<file path="src/rtl/fetch_arbiter_if.sv">
// rtl/fetch_arbiter_if.sv - handshake bundle between core fetchers, fetch_arbiter and instruction memory
//
// Core request channel:  fetch_req_val/fetch_req_addr in, fetch_req_rdy out of the arbiter
// Core response channel: fetch_resp_val/fetch_resp_inst out, fetch_resp_rdy in
// Memory request:        mem2fetch_req_val/mem2fetch_req_addr out, mem2fetch_req_rdy in
// Memory response:       mem2fetch_resp_val/mem2fetch_resp_inst in, mem2fetch_resp_rdy out
// Per-core vectors are packed; core i owns slice [i*WIDTH +: WIDTH].
// slave modport: the arbiter. master modport: the cores plus memory.
interface fetch_arbiter_if #(
  parameter int NUM_CORES      = 4,
  parameter int MEM_ADDR_WIDTH = 8,
  parameter int MEM_DATA_WIDTH = 16
);
  logic [NUM_CORES-1:0]                fetch_req_val;
  logic [NUM_CORES*MEM_ADDR_WIDTH-1:0] fetch_req_addr;
  logic [NUM_CORES-1:0]                fetch_req_rdy;
  logic [NUM_CORES-1:0]                fetch_resp_val;
  logic [NUM_CORES*MEM_DATA_WIDTH-1:0] fetch_resp_inst;
  logic [NUM_CORES-1:0]                fetch_resp_rdy;
  logic                                mem2fetch_req_val;
  logic                                mem2fetch_req_rdy;
  logic [MEM_ADDR_WIDTH-1:0]           mem2fetch_req_addr;
  logic                                mem2fetch_resp_val;
  logic                                mem2fetch_resp_rdy;
  logic [MEM_DATA_WIDTH-1:0]           mem2fetch_resp_inst;

  modport slave (
    input  fetch_req_val, fetch_req_addr, fetch_resp_rdy,
           mem2fetch_req_rdy, mem2fetch_resp_val, mem2fetch_resp_inst,
    output fetch_req_rdy, fetch_resp_val, fetch_resp_inst,
           mem2fetch_req_val, mem2fetch_req_addr, mem2fetch_resp_rdy
  );

  modport master (
    output fetch_req_val, fetch_req_addr, fetch_resp_rdy,
           mem2fetch_req_rdy, mem2fetch_resp_val, mem2fetch_resp_inst,
    input  fetch_req_rdy, fetch_resp_val, fetch_resp_inst,
           mem2fetch_req_val, mem2fetch_req_addr, mem2fetch_resp_rdy
  );
endinterface

</file>
<file path="src/rtl/fetch_arbiter.sv">
// rtl/fetch_arbiter.sv - round-robin arbiter sharing one instruction-memory channel among core fetchers
//
// clk_i       : system clock, all state updates on the rising edge
// reset_i     : synchronous active-high reset
// bus         : fetch_arbiter_if slave modport (core request/response + memory request/response)
// busy_o      : high whenever a transaction is in flight (any state but IDLE)
// grant_idx_o : index of the current or most recently granted core
module fetch_arbiter #(
  parameter int  NUM_CORES      = 4,
  parameter int  MEM_ADDR_WIDTH = 8,
  parameter int  MEM_DATA_WIDTH = 16,
  localparam int IDX_W          = (NUM_CORES > 1) ? $clog2(NUM_CORES) : 1
) (
  input  logic              clk_i,
  input  logic              reset_i,
  fetch_arbiter_if.slave    bus,
  output logic              busy_o,
  output logic [IDX_W-1:0]  grant_idx_o
);

  localparam logic [1:0] S_IDLE    = 2'd0;
  localparam logic [1:0] S_REQ     = 2'd1;
  localparam logic [1:0] S_WAIT    = 2'd2;
  localparam logic [1:0] S_DELIVER = 2'd3;

  localparam logic [IDX_W-1:0] LAST_IDX = IDX_W'(NUM_CORES - 1);

  logic [1:0]                state_q,  state_d;
  logic [IDX_W-1:0]          rr_ptr_q, rr_ptr_d;
  logic [IDX_W-1:0]          grant_q,  grant_d;
  logic [MEM_ADDR_WIDTH-1:0] addr_q,   addr_d;
  logic [MEM_DATA_WIDTH-1:0] inst_q,   inst_d;

  logic                      hi_found, lo_found, win_found;
  logic [IDX_W-1:0]          hi_idx, lo_idx, win_idx;
  logic [MEM_ADDR_WIDTH-1:0] win_addr;
  logic                      grant_resp_rdy;

  logic [NUM_CORES-1:0]                req_rdy;
  logic [NUM_CORES-1:0]                resp_val;
  logic [NUM_CORES*MEM_DATA_WIDTH-1:0] resp_inst;

  // Circular priority search from rr_ptr: the lowest requester at or above
  // the pointer wins; failing that, the lowest requester overall (wrap-around).
  always_comb begin
    hi_found = 1'b0;
    hi_idx   = '0;
    lo_found = 1'b0;
    lo_idx   = '0;
    for (int i = 0; i < NUM_CORES; i++) begin
      if (!hi_found && bus.fetch_req_val[i] && (IDX_W'(i) >= rr_ptr_q)) begin
        hi_found = 1'b1;
        hi_idx   = IDX_W'(i);
      end
      if (!lo_found && bus.fetch_req_val[i]) begin
        lo_found = 1'b1;
        lo_idx   = IDX_W'(i);
      end
    end
    win_found = hi_found | lo_found;
    win_idx   = hi_found ? hi_idx : lo_idx;
  end

  always_comb begin
    win_addr       = '0;
    grant_resp_rdy = 1'b0;
    for (int i = 0; i < NUM_CORES; i++) begin
      if (win_idx == IDX_W'(i)) begin
        win_addr = bus.fetch_req_addr[i*MEM_ADDR_WIDTH +: MEM_ADDR_WIDTH];
      end
      // Only the granted core's response-ready matters; the rest are ignored.
      if (grant_q == IDX_W'(i)) begin
        grant_resp_rdy = bus.fetch_resp_rdy[i];
      end
    end
  end

  always_comb begin
    state_d  = state_q;
    rr_ptr_d = rr_ptr_q;
    grant_d  = grant_q;
    addr_d   = addr_q;
    inst_d   = inst_q;
    case (state_q)
      S_IDLE: begin
        if (win_found) begin
          grant_d = win_idx;
          addr_d  = win_addr;
          state_d = S_REQ;
        end
      end
      S_REQ: begin
        if (bus.mem2fetch_req_rdy) begin
          state_d = S_WAIT;
        end
      end
      S_WAIT: begin
        if (bus.mem2fetch_resp_val) begin
          inst_d  = bus.mem2fetch_resp_inst;
          state_d = S_DELIVER;
        end
      end
      S_DELIVER: begin
        if (grant_resp_rdy) begin
          // Pointer moves just past the core that was served, so it drops to
          // lowest priority for the next arbitration.
          rr_ptr_d = (grant_q == LAST_IDX) ? '0 : grant_q + IDX_W'(1);
          state_d  = S_IDLE;
        end
      end
      default: state_d = S_IDLE;
    endcase
  end

  always_ff @(posedge clk_i) begin
    if (reset_i) begin
      state_q  <= S_IDLE;
      rr_ptr_q <= '0;
      grant_q  <= '0;
      addr_q   <= '0;
      inst_q   <= '0;
    end else begin
      state_q  <= state_d;
      rr_ptr_q <= rr_ptr_d;
      grant_q  <= grant_d;
      addr_q   <= addr_d;
      inst_q   <= inst_d;
    end
  end

  // Handshake outputs are masked while reset is high so no core or memory
  // sees an accept for a transaction the reset is about to discard.
  always_comb begin
    req_rdy   = '0;
    resp_val  = '0;
    resp_inst = '0;
    for (int i = 0; i < NUM_CORES; i++) begin
      if (!reset_i && (state_q == S_IDLE) && win_found && (win_idx == IDX_W'(i))) begin
        req_rdy[i] = 1'b1;
      end
      if (!reset_i && (state_q == S_DELIVER) && (grant_q == IDX_W'(i))) begin
        resp_val[i]                                   = 1'b1;
        resp_inst[i*MEM_DATA_WIDTH +: MEM_DATA_WIDTH] = inst_q;
      end
    end
  end

  assign bus.fetch_req_rdy      = req_rdy;
  assign bus.fetch_resp_val     = resp_val;
  assign bus.fetch_resp_inst    = resp_inst;
  assign bus.mem2fetch_req_val  = !reset_i && (state_q == S_REQ);
  assign bus.mem2fetch_req_addr = addr_q;
  assign bus.mem2fetch_resp_rdy = !reset_i && (state_q == S_WAIT);
  assign busy_o                 = (state_q != S_IDLE);
  assign grant_idx_o            = grant_q;

endmodule
</file>
<file path="src/flat_wrapper.sv">
// flat-port wrapper written by rule: the top's interface ports become plain ports
module fetch_arbiter_flat 
#(
  parameter int  NUM_CORES      = 4,
  parameter int  MEM_ADDR_WIDTH = 8,
  parameter int  MEM_DATA_WIDTH = 16,
  localparam int IDX_W          = (NUM_CORES > 1) ? $clog2(NUM_CORES) : 1
)
  (clk_i, reset_i, busy_o, grant_idx_o, bus_fetch_req_val, bus_fetch_req_addr, bus_fetch_resp_rdy, bus_mem2fetch_req_rdy, bus_mem2fetch_resp_val, bus_mem2fetch_resp_inst, bus_fetch_req_rdy, bus_fetch_resp_val, bus_fetch_resp_inst, bus_mem2fetch_req_val, bus_mem2fetch_req_addr, bus_mem2fetch_resp_rdy);
  fetch_arbiter_if #(.NUM_CORES(NUM_CORES), .MEM_ADDR_WIDTH(MEM_ADDR_WIDTH), .MEM_DATA_WIDTH(MEM_DATA_WIDTH)) bus_i ();
  input  logic clk_i;
  input  logic reset_i;
  output logic busy_o;
  output logic [IDX_W-1:0] grant_idx_o;
  input wire logic [$bits(bus_i.fetch_req_val)-1:0] bus_fetch_req_val;
  input wire logic [$bits(bus_i.fetch_req_addr)-1:0] bus_fetch_req_addr;
  input wire logic [$bits(bus_i.fetch_resp_rdy)-1:0] bus_fetch_resp_rdy;
  input wire logic [$bits(bus_i.mem2fetch_req_rdy)-1:0] bus_mem2fetch_req_rdy;
  input wire logic [$bits(bus_i.mem2fetch_resp_val)-1:0] bus_mem2fetch_resp_val;
  input wire logic [$bits(bus_i.mem2fetch_resp_inst)-1:0] bus_mem2fetch_resp_inst;
  output wire logic [$bits(bus_i.fetch_req_rdy)-1:0] bus_fetch_req_rdy;
  output wire logic [$bits(bus_i.fetch_resp_val)-1:0] bus_fetch_resp_val;
  output wire logic [$bits(bus_i.fetch_resp_inst)-1:0] bus_fetch_resp_inst;
  output wire logic [$bits(bus_i.mem2fetch_req_val)-1:0] bus_mem2fetch_req_val;
  output wire logic [$bits(bus_i.mem2fetch_req_addr)-1:0] bus_mem2fetch_req_addr;
  output wire logic [$bits(bus_i.mem2fetch_resp_rdy)-1:0] bus_mem2fetch_resp_rdy;
  assign bus_i.fetch_req_val = bus_fetch_req_val;
  assign bus_i.fetch_req_addr = bus_fetch_req_addr;
  assign bus_i.fetch_resp_rdy = bus_fetch_resp_rdy;
  assign bus_i.mem2fetch_req_rdy = bus_mem2fetch_req_rdy;
  assign bus_i.mem2fetch_resp_val = bus_mem2fetch_resp_val;
  assign bus_i.mem2fetch_resp_inst = bus_mem2fetch_resp_inst;
  assign bus_fetch_req_rdy = bus_i.fetch_req_rdy;
  assign bus_fetch_resp_val = bus_i.fetch_resp_val;
  assign bus_fetch_resp_inst = bus_i.fetch_resp_inst;
  assign bus_mem2fetch_req_val = bus_i.mem2fetch_req_val;
  assign bus_mem2fetch_req_addr = bus_i.mem2fetch_req_addr;
  assign bus_mem2fetch_resp_rdy = bus_i.mem2fetch_resp_rdy;
  fetch_arbiter #(.NUM_CORES(NUM_CORES), .MEM_ADDR_WIDTH(MEM_ADDR_WIDTH), .MEM_DATA_WIDTH(MEM_DATA_WIDTH)) u_core (.clk_i(clk_i), .reset_i(reset_i), .bus(bus_i), .busy_o(busy_o), .grant_idx_o(grant_idx_o));
endmodule
</file>
<file path="config.mk">
export PLATFORM = sky130hd
export DESIGN_NAME = fetch_arbiter_flat
export DESIGN_NICKNAME = d
export VERILOG_FILES = /design/src/rtl/fetch_arbiter_if.sv /design/src/rtl/fetch_arbiter.sv /design/src/flat_wrapper.sv
export SDC_FILE = /design/constraint.sdc
export NUM_CORES = 1
export LEC_CHECK = 0
export CAP_MARGIN = 10
export CORE_MARGIN = 4
export CORE_UTILIZATION = 40
export CTS_BUF_LIST = sky130_fd_sc_hd__clkbuf_4 sky130_fd_sc_hd__clkbuf_8 sky130_fd_sc_hd__clkbuf_16
export DETAILED_ROUTE_END_ITERATION = 10
export GPL_ROUTABILITY_DRIVEN = 0
export PLACE_DENSITY = 0.86
export SKIP_CTS_REPAIR_TIMING = 1
export SLEW_MARGIN = 20
export SYNTH_ARGS = -nofsm -noshare
export SYNTH_HDL_FRONTEND = slang
export SYNTH_SLANG_ARGS = --single-unit
</file>
<file path="constraint.sdc">
create_clock -name clk_i -period 4.4 [get_ports clk_i]
set_clock_uncertainty 0.1 [all_clocks]
set_input_delay 0.66 -clock clk_i [delete_from_list [all_inputs] [get_ports clk_i]]
set_output_delay 0.66 -clock clk_i [all_outputs]
set_load 0.01 [all_outputs]
</file>
* Yosys cells after proc, flatten, opt, wreduce, memory -nomap -nowiden
Index checks and enable logic that the tools add are counted.
** Word-level totals
- Output and inout bits :: 85
- Input port bits :: 60
- Logic and storage cells :: 103
- Bits in registers :: 30
** Cells by class
- Muxes and demuxes :: 41
- Equality and inequality tests :: 13
- Reduce and logical (&&, ||, !) cells :: 38
- Magnitude comparators :: 4
- $add $sub $neg :: 1
- Bitwise operators :: 1
** Operators by type and width (count)
- $mux 16 :: 4
- $mux 8 :: 4
- $logic_and 1x1->1 :: 23
- $mux 1 :: 22
- $mux 2 :: 10
- $eq 2x2->1 const B :: 6
- $pmux 2 s4 :: 1
- $logic_not 1->1 :: 7
- $eq 2x1->1 const B :: 3
- $logic_not 2->1 :: 3
- $reduce_and 2->1 :: 3
- $ge 1x2->1 const A :: 2
- $ge 2x2->1 const A :: 2
- $ne 2x1->1 const B :: 2
- $ne 2x2->1 const B :: 2
- $reduce_and 4->1 :: 1
- $add 2x1->2 const B :: 1
- $reduce_bool 2->1 :: 1
- $or 1x1->1 :: 1

* Logic depth before layout (Yosys ltp)
- Depth after elaboration :: 21
- Mapped depth :: 8
- Gate-level depth less buffers :: 7

* Worst setup path before layout
Ideal clock, no wire load.
- Path kind :: input -> output
- From :: input bus_fetch_req_val[3]
- To :: output bus_fetch_req_rdy[0]
- Data required time :: 3.640 ns
- Slack :: 1.759 ns
- Arrival :: 1.881 ns
- Path buffers :: 1
- Stages :: 5
- Path through :: clkbuf_1 -> nor2_1 -> nor4b_2 -> nor2_1 -> and4_1
** On the way
- Longest elaborated chain between the ends :: 7
- Elaborated cells between the ends (all ways) :: 13
- Classes of those cells :: 6 x mux; 1 x bitwise; 6 x reduce/logical
** RTL lines
- from (decl) :: line flat_wrapper.sv:15 : input wire logic [$bits(bus_i.fetch_req_val)-1:0] bus_fetch_req_val;
- $logic_and 1x1->1 (2 in a row) :: line fetch_arbiter.sv:51 : if (!hi_found && bus.fetch_req_val[i] && (IDX_W'(i) >= rr_ptr_q)) begin
- $mux 2 / $mux 1 (equally long branches) :: line fetch_arbiter.sv:51
- $mux 2 / $or 1x1->1 (equally long branches) :: line fetch_arbiter.sv:61, fetch_arbiter.sv:60
- $logic_not 2->1 / $logic_and 1x1->1 (equally long branches) :: line fetch_arbiter.sv:138 : if (!reset_i && (state_q == S_IDLE) && win_found && (win_idx == IDX_W'(i))) begin
- $logic_and 1x1->1 * :: line fetch_arbiter.sv:138
- $mux 1 * :: line fetch_arbiter.sv:138
- to (decl) :: line flat_wrapper.sv:21 : output wire logic [$bits(bus_i.fetch_req_rdy)-1:0] bus_fetch_req_rdy;
Mark *: on every way between the ends. The rest lies on a longest branch, timed or not.

* Worst setup path after layout
Ends and elaborated chain as after synthesis.

==> results.toml <==
[global_routing]
grt_pass1_vias = 2587
antenna_found_initial = 0
gr-total-overflow = 0
grt_pass1_wl_um = 13380
grt_max_degree = 69
grt.total_usage = 0.2320

[layout]
stdcell_count = 514
area_delta_synth_final_pct = 69.10
design_area_um2 = 3800
antennaDiodeCount = 0
drive_gt1_frac = 0.04525
final_core_util = 0.6943
fin_nets = 509

[die]
num_io_pins = 145
die-area_um2 = 6881
die_x_um = 82.95
die-height_um = 82.95
core_um2 = 5473
rows = 27
start_util = 0.4106

[synthesis]
ys_top_cells_by_area = "dfxtp_1 27%, and3_1 18%, nand2_1 7.0%, a21oi_1 6.0%, ha_1 4.5%"
synthCells = 312
synth_fp_nets = 380
synthesis.area_um2 = 2247
synthFlopType = "dfxtp_1"
yosysTopAreaCell = "dfxtp_1"
synth-edff-count = 0
avgSynthCellArea_um2 = 7.202
yosysTopAreaCellShare = 0.2673
ys_seq_elements = 30
synth-async-reset-ratio = 0
yosysSeqAreaShare = 0.2673
yosysUniqueCellTypes = 44
yosysWarnings = 0

[status]
run_status = "finished clean"

[routing]
initialDrtViolationCount = 198
drc = 0
avgViaCountPerCell = 5.447
num_vias = 2800
dr.pass1.iters = 5
postRouteWirelength_um = 8335
avgRoutedWirePerCell_um = 16.22
postRouteAntennaNets = 0

[sta]
drv_slew = 0
rsz0062_at_grt = "false"
slew_headroom = 0.4982
setup_tns_ps = 0
period_share = 0.8611
fmax_mhz = 263.9
setup_violations = 0
post-route-min-period_ps = 3789
tightest_slew_ps = 750.8
finalHoldViolCount = 0

[clock_tree]
cts_htree_levels = 2
cts_made_buffers = 5
clk_latency_ps = 280
cts_root_buf = "clkbuf_8"
clk_path_buf_depth = 2
clkSinkCount = 30
clk_pin_slew_ps = 60
cts_tree = "done"

[setup_path]
critPathLaunchType = "primary input"
cp.arrival_ps = 3030
worstSetupPathType = "primary input to output pin"
cp-startpoint = "bus_fetch_req_val[3]"
path_max_fanout = 9
cp.required_ps = 3640
crit_path_end = "bus_fetch_req_rdy[0]"
path_cells = "clkdlybuf4s50_1 > nor2_1 > nor4b_2 > nor2_1 > and4_1 > clkdlybuf4s50_1"
cp_slowest_cell = "nor4b_2"
cp-end-kind = "output pin"
rr_endpoint = "u_core.state_q[1]"
r2r_slack_ps = 2030
crit_path_max_incr_delay_ps = 710
r2r_start = "u_core.grant_idx_o[0]"
ff2ff_path_depth = 7

[placement]
numPortBuffers = 144
hpwl_um = 6617
dp_cells = 506
place_area_um2 = 3705

[hold_path]
hp-class = "register to register"

[power_and_ir_drop]
netSwitchingPower_mw = 0.4729
switching_share = 0.3911
ir_drop_v = 0.0002602
power_density_nw_per_um2 = 318.2
power_frac_seq = 0.313
p_int_mw = 0.7361
pwr-share-comb = 0.491
leakage_nw = 1.654
p_clk_frac = 0.196

[run]
maxCapViolCount = 0
-- power by group through the flow --
| stage | clock network, mW | registers, mW | logic (mW) |
|---|---|---|---|
| floorplan | 0 | 0.383 | 0.336 |
| global placement | 0 | 0.380 | 0.574 |
| detailed placement | 0 | 0.383 | 0.588 |
| finish | 0.236 | 0.379 | 0.594 |
| global route | 0.250 | 0.385 | 0.653 |
| CTS | 0.237 | 0.377 | 0.593 |
-- per-stage QoR --
step / hold slack [ps] / total power [mW] / setup slack (ps)
6_report: 397.9 / 1.209 / 611.2
5_1_grt: 422.2 / 1.288 / 533.1
2_1_floorplan: 357.5 / 0.7191 / 1759
4_1_cts: 397.7 / 1.207 / 669.8
3_3_place_gp: 382.0 / 0.9539 / 727.9
3_5_place_dp: 389.2 / 0.9708 / 672.8
-- cells in the mapped netlist, types with 2 or more instances --
library cell and number:
a21oi_1 27, nor2_1 18, nor3_1 9, clkbuf_1 20
inv_1 20, o21bai_1 2, buf_2 4, ha_1 8
dfxtp_1 30, o211ai_1 2, mux2i_1 5, nand2_1 42
o2bb2ai_1 2, a2111oi_1 3, o21ai_0 7, o311ai_0 2
a31oi_1 2, o32ai_1 4, and3_1 64, and2_1 7
a221oi_1 2, o32a_1 2, nor2b_1 9
-- metal layers --
layer | GRT usage | up-vias | part of all wire
met5 | 0 | - | 0
met4 | 0.07727 | 0 | 0.024
met3 | 0.03671 | 18 | 0.062
met2 | 0.4096 | 133 | 0.50
met1 | 0.2851 | 1292 | 0.41
li1 | - | 1357 | -
-- flip-flops by register name, indices dropped and copies added, names as in the netlist --
register / flops
u_core.inst_q: 16
u_core.bus.mem2fetch_req_addr: 8
u_core.grant_idx_o: 2
u_core.rr_ptr_q: 2
u_core.state_q: 2
-- critical path, delay by kind of cell --
kind / cells / cell delay (ps)
simple gates: 4 / 1210
buf+inv: 2 / 1150
-- cells by family after synthesis --
logic type,Yosys count,synth area share
fa+ha+maj,8,0.04455
mux,5,0.02227
flops,30,0.2673
simple gates,158,0.3803
buf+inv,46,0.08073
compound gates,65,0.2049
-- cell type report --
cell class | instances | area, um2
well taps | 72 | 90.09
flip-flops and latches | 30 | 600.6
multi-input cells | 236 | 1468
clock inverters | 1 | 5.005
inverters | 20 | 75.07
fillers | 451 | 1673
clock buffers | 7 | 90.09
repair buffers | 148 | 1471
-- worst min path at each step --
stage / from / to / slack [ps] / depth (start not counted)
6_report: u_core.inst_q[11] / u_core.inst_q[11] / 400 / 2
5_1_grt: u_core.inst_q[11] / u_core.inst_q[11] / 420 / 2
4_1_cts: u_core.inst_q[11] / u_core.inst_q[11] / 400 / 2
3_5_place_dp: u_core.inst_q[11] / u_core.inst_q[11] / 390 / 2
3_3_place_gp: u_core.inst_q[14] / u_core.inst_q[14] / 380 / 2
2_1_floorplan: u_core.inst_q[0] / u_core.inst_q[0] / 360 / 2
-- layout by cell type (no fill, tap or decap), types with 8 or more instances in the layout --
| cell type | netlist | final |
|---|---|---|
| inv_1 | 20 | 20 |
| ha_1 | 8 | 8 |
| and3_1 | 64 | 64 |
| nor3_1 | 9 | 9 |
| clkdlybuf4s50_1 | 0 | 144 |
| nor2_1 | 18 | 18 |
| a21oi_1 | 27 | 27 |
| dfxtp_1 | 30 | 30 |
| nor2b_1 | 9 | 8 |
| nand2_1 | 42 | 42 |
Note: power is estimated with default switching activity, not from simulation.
